$ cat config.mk
export PLATFORM = sky130hd
export DESIGN_NAME = bnn_sequencer
export DESIGN_NICKNAME = d
export VERILOG_FILES = /design/src/rtl/bnn_pkg.sv /design/src/rtl/bnn_watchdog.sv /design/src/rtl/bnn_sequencer.sv
export SDC_FILE = /design/constraint.sdc
export NUM_CORES = 1
export LEC_CHECK = 0
export CAP_MARGIN = 20
export CORE_UTILIZATION = 45
export CTS_CLUSTER_SIZE = 8
export DETAILED_ROUTE_END_ITERATION = 8
export GPL_TIMING_DRIVEN = 0
export PLACE_DENSITY = 0.71
export SLEW_MARGIN = 20
export SYNTH_ARGS = -nofsm -noshare
export SYNTH_HDL_FRONTEND = slang
export SYNTH_SLANG_ARGS = --single-unit
$ cat constraint.sdc
create_clock -name clk -period 5.5 [get_ports clk]
set_clock_uncertainty 0.1 [all_clocks]
set_input_delay 1.1 -clock clk [delete_from_list [all_inputs] [get_ports clk]]
set_output_delay 1.1 -clock clk [all_outputs]
set_load 0.02 [all_outputs]
$ cat src/rtl/bnn_pkg.sv
// bnn_pkg: shared state encoding and layer indices for the BNN inference sequencer
package bnn_pkg;
    typedef enum logic [2:0] {
        ST_IDLE  = 3'd0,
        ST_LOAD  = 3'd1,
        ST_L1    = 3'd2,
        ST_L2    = 3'd3,
        ST_L3    = 3'd4,
        ST_DONE  = 3'd5,
        ST_ERROR = 3'd6,
        ST_RSVD  = 3'd7
    } state_e;
    localparam int LAYER1 = 0;
    localparam int LAYER2 = 1;
    localparam int LAYER3 = 2;
    localparam int NUM_LAYERS = 3;
    function automatic logic [NUM_LAYERS-1:0] layer_onehot(input state_e s);
        return s == ST_L1 ? 3'b001 << LAYER1 :
               s == ST_L2 ? 3'b001 << LAYER2 :
               s == ST_L3 ? 3'b001 << LAYER3 : 3'b000;
    endfunction
endpackage

$ cat src/rtl/bnn_watchdog.sv
// bnn_watchdog: per-state cycle counter that flags expiry after TIMEOUT_CYCLES-1 counted cycles
module bnn_watchdog #(
    parameter int TIMEOUT_CYCLES = 4096
) (
    input  logic clk,
    input  logic reset,
    input  logic clear,
    input  logic enable,
    output logic expired
);
    localparam int W = $clog2(TIMEOUT_CYCLES + 1);
    logic [W-1:0] cnt_q, cnt_d;
    assign expired = cnt_q == W'(TIMEOUT_CYCLES - 1);
    // count while enabled, parking at the expiry value
    always_comb begin
        cnt_d = clear ? '0 : (enable && !expired) ? cnt_q + 1'b1 : cnt_q;
    end
    // counter register
    always_ff @(posedge clk) begin
        cnt_q <= reset ? '0 : cnt_d;
    end
endmodule

$ cat src/rtl/bnn_sequencer.sv
// bnn_sequencer: steps pixel load and three BNN layers, latches the class result, guards each wait with a watchdog
module bnn_sequencer
    import bnn_pkg::*;
#(
    parameter int TIMEOUT_CYCLES = 4096,
    parameter int LAT_W = 16
) (
    input  logic             clk,
    input  logic             reset,
    input  logic             mode,
    input  logic             load_done,
    input  logic [2:0]       layer_done,
    input  logic [3:0]       answer_in,
    output logic [2:0]       state,
    output logic [2:0]       layer_start,
    output logic [3:0]       answer_out,
    output logic             answer_valid,
    output logic             error,
    output logic             busy,
    output logic [LAT_W-1:0] latency
);
    state_e state_q, state_d;
    logic [2:0] layer_start_q, layer_start_d;
    logic [3:0] answer_q, answer_d;
    logic [LAT_W-1:0] latency_q, latency_d;
    logic wd_expired;
    bnn_watchdog #(.TIMEOUT_CYCLES(TIMEOUT_CYCLES)) u_watchdog (
        .clk     (clk),
        .reset   (reset),
        .clear   (state_d != state_q),
        .enable  (busy),
        .expired (wd_expired)
    );
    assign state        = state_q;
    assign layer_start  = layer_start_q;
    assign answer_out   = answer_q;
    assign answer_valid = state_q == ST_DONE;
    assign error        = state_q == ST_ERROR;
    assign busy         = state_q inside {ST_LOAD, ST_L1, ST_L2, ST_L3};
    assign latency      = latency_q;
    // next state: a done flag beats watchdog expiry; only the current layer's flag is looked at
    always_comb begin
        state_d = ST_IDLE;
        case (state_q)
            ST_IDLE:  state_d = mode ? ST_LOAD : ST_IDLE;
            ST_LOAD:  state_d = load_done ? ST_L1 : wd_expired ? ST_ERROR : ST_LOAD;
            ST_L1:    state_d = layer_done[LAYER1] ? ST_L2 : wd_expired ? ST_ERROR : ST_L1;
            ST_L2:    state_d = layer_done[LAYER2] ? ST_L3 : wd_expired ? ST_ERROR : ST_L2;
            ST_L3:    state_d = layer_done[LAYER3] ? ST_DONE : wd_expired ? ST_ERROR : ST_L3;
            ST_DONE:  state_d = mode ? ST_DONE : ST_IDLE;
            ST_ERROR: state_d = mode ? ST_ERROR : ST_IDLE;
            default:  state_d = ST_IDLE;
        endcase
    end
    // start pulse, result capture and saturating latency, all derived from the transition
    always_comb begin
        layer_start_d = state_d != state_q ? layer_onehot(state_d) : 3'b000;
        answer_d = (state_q == ST_L3 && state_d == ST_DONE) ? answer_in : answer_q;
        latency_d = (state_q == ST_IDLE && state_d == ST_LOAD) ? '0 :
                    (busy && latency_q != {LAT_W{1'b1}}) ? latency_q + 1'b1 : latency_q;
    end
    // registers; reset drops any pending start pulse
    always_ff @(posedge clk) begin
        state_q       <= reset ? ST_IDLE : state_d;
        layer_start_q <= reset ? 3'b000 : layer_start_d;
        answer_q      <= reset ? 4'd0 : answer_d;
        latency_q     <= reset ? '0 : latency_d;
    end
endmodule

==> flow_summary_export.csv <==
group,metric,value,unit
run_status,outcome,"complete, no violations",
global_route,grt_pass1_wl,7.77,mm
setup_path,rrSetupSlack,3060,ps
yosys,synth_ff_type,"dfxtp_1",
setup_path,rr_endpoint,"layer_start[0]$_SDFF_PP0_",
clock_tree,cts-buffers-inserted,5,
routing,route.detailed.drc,0,
setup_path,start_kind,"flip-flop",
global_route,grt_usage,19.8,%
clock_tree,h-tree-depth,2,
setup_path,cp_num_buf_inv,3,
power_and_ir_drop,vdd_drop_max,0.0936,mV
yosys,netlist_top_cells_area,"dfxtp_1 (38%), nor2_1 (6.2%), xnor2_1 (5.6%)",
setup_path,criticalPathCategory,"flip-flop to output pin",
yosys,synth_compound_area_share,15.0,%
yosys,syn_inst,237,
final_layout,drive_above_1_share,9.15,%
yosys,synth-edff-count,0,
die,io_pins,40,
yosys,synth_warnings,0,
routing,ant_nets,0,
die,fp.coreArea,0.00435,mm^2
clock_tree,cts_tree,"built",
worst_hold_path,hp-class,"flip-flop to flip-flop",
power_and_ir_drop,powerDensity,217,mW/mm^2
clock_tree,cts.sinks,39,
timing,fmax,0.298,GHz
routing,routed_wl,4.60,mm
timing,period_share,60.9,%
yosys,synth_cell_types,53,
yosys,synth-adder-area-share,1.22,%
setup_path,cp_cell_sequence,"buf_2 -> or3_1 -> nand2_1 -> inv_2 -> clkdlybuf4s50_1",
timing,setup_viol,0,
timing,rsz0062_at_grt,"false",
setup_path,r2r_cells,6,
global_route,grt_max_degree,13,
timing,slew_viol_final,0,
setup_path,worst_setup_path_end_kind,"output pin",
yosys,yosys_register_bits,39,
yosys,synth_top_area_share,38.1,%
routing,vias_per_cell,5.61,
final_layout,fin_area,0.00260,mm^2
timing,hold_violations,0,
place,routabilityCongestion,0.871,
timing,period_minus_slack,3350,ps
routing,num_vias,1885,
yosys,synth_top_family_by_area,"simple AND/OR/NAND/NOR gates",
setup_path,slowest_stage,"clkdlybuf4s50_1",
setup_path,cpPeakStageDelay,550,ps
routing,drtIter0Drc,106,
yosys,seq_area_frac_synth,38.1,%
final_layout,fin_nets,296,
place,portBuffers,39,
die,start_util,47.1,%
setup_path,worstSetupStartpoint,"state[2]$_SDFF_PP0_",
timing,worst_pin_slew,722,ps
job,drv_cap,0,
die,die_h,69.5,um
clock_tree,post_cts_buffers,0,
setup_path,rr_startpoint,"u_watchdog.cnt_q[0]$_SDFFE_PP0P_",
yosys,synth-xor-area-share,6.83,%
die,rows,24,
setup_path,crit_family,"buffers and inverters",
setup_path,worstPathRequired,4300,ps
setup_path,cp_max_fo,10,
final_layout,final_util,59.6,%
die,die_x,69.5,um
global_route,overflow,0,
global_route,antenna_found_initial,0,
setup_path,worstPathArrival,2150,ps
yosys,synth_nets,250,
setup_path,crit_cells,5,
final_layout,area_growth,26.6,%
place,place_hpwl,3.33,mm
clock_tree,postCtsResizedCells,0,
setup_path,endpoint,"busy",
routing,wl_per_cell,13.7,um
yosys,synth_top_area_cell,"dfxtp_1",
clock_tree,clockBufferDepth,2,
yosys,muxShareOfSynthArea,4.45,%
clock_tree,path_clk_slew,80,ps
routing,drt_first_pass_iters,4,
timing,slew_headroom,51.5,%
yosys,syn_area_per_cell,8.65,um^2
timing,fin_tns_setup,0,ps
clock_tree,postCtsHoldBufs,0,
clock_tree,clock_latency,290,ps
yosys,synthSimpleGateAreaFrac,32.0,%
yosys,async_flop_share,0,%
global_route,grt_pass1_vias,1653,
place,place_area,0.00251,mm^2
yosys,synth.cell_area,0.00205,mm^2
clock_tree,cts-root-buf,"clkbuf_8",
worst_hold_path,hp-start,"answer_out[1]$_SDFFE_PP0P_",
final_layout,num_antenna_cells,0,
die,fp.dieArea,0.00483,mm^2
power_and_ir_drop,p_leak,0.868,nW
[logic make-up (layout without fill, tap and decap cells)]
| logic type | count (synthesis) | after routing |
|---|---|---|
| AOI/OAI and AO/OA | 42 | 42 |
| xor gates and xnor gates | 16 | 16 |
| adders and majority gates | 2 | 2 |
| buffers and inverters | 12 | 59 |
| DFF | 39 | 39 |
| muxes | 9 | 9 |
| and+or+nand+nor | 117 | 117 |
[Yosys cell counts (3+ instances only)]
master,n
a21oi_1,9
and2_1,3
and3_1,5
buf_2,4
clkbuf_1,4
dfxtp_1,39
mux2i_1,8
nand2_1,12
nand3_1,12
nand4_1,3
nor2_1,34
nor2b_1,8
nor3_1,11
o211ai_1,5
o21a_1,3
o21ai_0,7
o31ai_1,3
or3_1,4
or4_1,3
xnor2_1,13
xor2_1,3
[sequential cells by signal, indices dropped and copies added, names as in the netlist]
signal            flops
layer_start           3
answer_out            4
u_watchdog.cnt_q     13
latency              16
state                 3
[layout by cell type (no fill, tap or decap), types with 3 or more instances in the layout]
master            n
nor2_1           34
dfxtp_1          39
mux2i_1           8
o31ai_1           3
and2_1            3
clkbuf_8          5
xor2_1            3
clkbuf_1          4
nand4_1           3
clkdlybuf4s50_1  39
clkinv_2          3
o21ai_0           7
nand3_1          12
or3_1             4
nand2_1          12
or4_1             3
nor2b_1           8
xnor2_1          13
o21a_1            3
nor3_1           11
a21oi_1           9
buf_2             4
and3_1            5
o211ai_1          5
[per-stage QoR]
| step | hold slack (ps) | power (mW) | std cells | setup WS, ps |
|---|---|---|---|---|
| floorplan | 376 | 0.354 | 237 | 2820 |
| global placement | 374 | 0.384 | 328 | 2140 |
| detailed placement | 385 | 0.384 | 328 | 2120 |
| CTS | 403 | 0.572 | 336 | 2130 |
| global route | 448 | 0.589 | 336 | 2020 |
| finish | 398 | 0.564 | 336 | 2150 |
[how the worst min path moves through the flow]
stage                                        to  depth (start not counted)
3_5_place_dp         answer_out[1]$_SDFFE_PP0P_                          2
3_3_place_gp         answer_out[3]$_SDFFE_PP0P_                          2
2_1_floorplan  u_watchdog.cnt_q[1]$_SDFFE_PP0P_                          2
4_1_cts              answer_out[1]$_SDFFE_PP0P_                          2
6_report             answer_out[1]$_SDFFE_PP0P_                          2
5_1_grt              answer_out[0]$_SDFFE_PP0P_                          2
[report_power, final]
group | internal, mW | leakage (nW) | switching, mW
combinational | 0.0371 | 0.506 | 0.0489
sequential | 0.286 | 0.315 | 0.00521
clock | 0.0867 | 0.0477 | 0.0994
[per-layer routing]
metal | share of wire, % | global-route usage, % | vias to the layer above
li1 | - | - | 956
met1 | 48 | 27.5 | 873
met2 | 45 | 31.0 | 50
met3 | 5.0 | 4.07 | 6
met4 | 1.3 | 6.12 | 0
met5 | 0 | 0 | -
[cell type report]
type / count / area, um^2
tap: 52 / 65.1
clock buffer: 5 / 68.8
clock inverter: 3 / 15.0
multi-input combinational: 186 / 1230
timing repair buffer: 39 / 390
sequential: 39 / 781
inverter: 3 / 11.3
fill: 421 / 1760
buffer: 9 / 38.8
[worst register-to-register path, stage by stage (launching register included)]
cell and delay, ps:
dfxtp_1 390, ha_1 220, nand4_2 170, or4_4 570, o311ai_4 300, or3b_1 430
nor3_2 180
(Power assumes the default switching activity.)
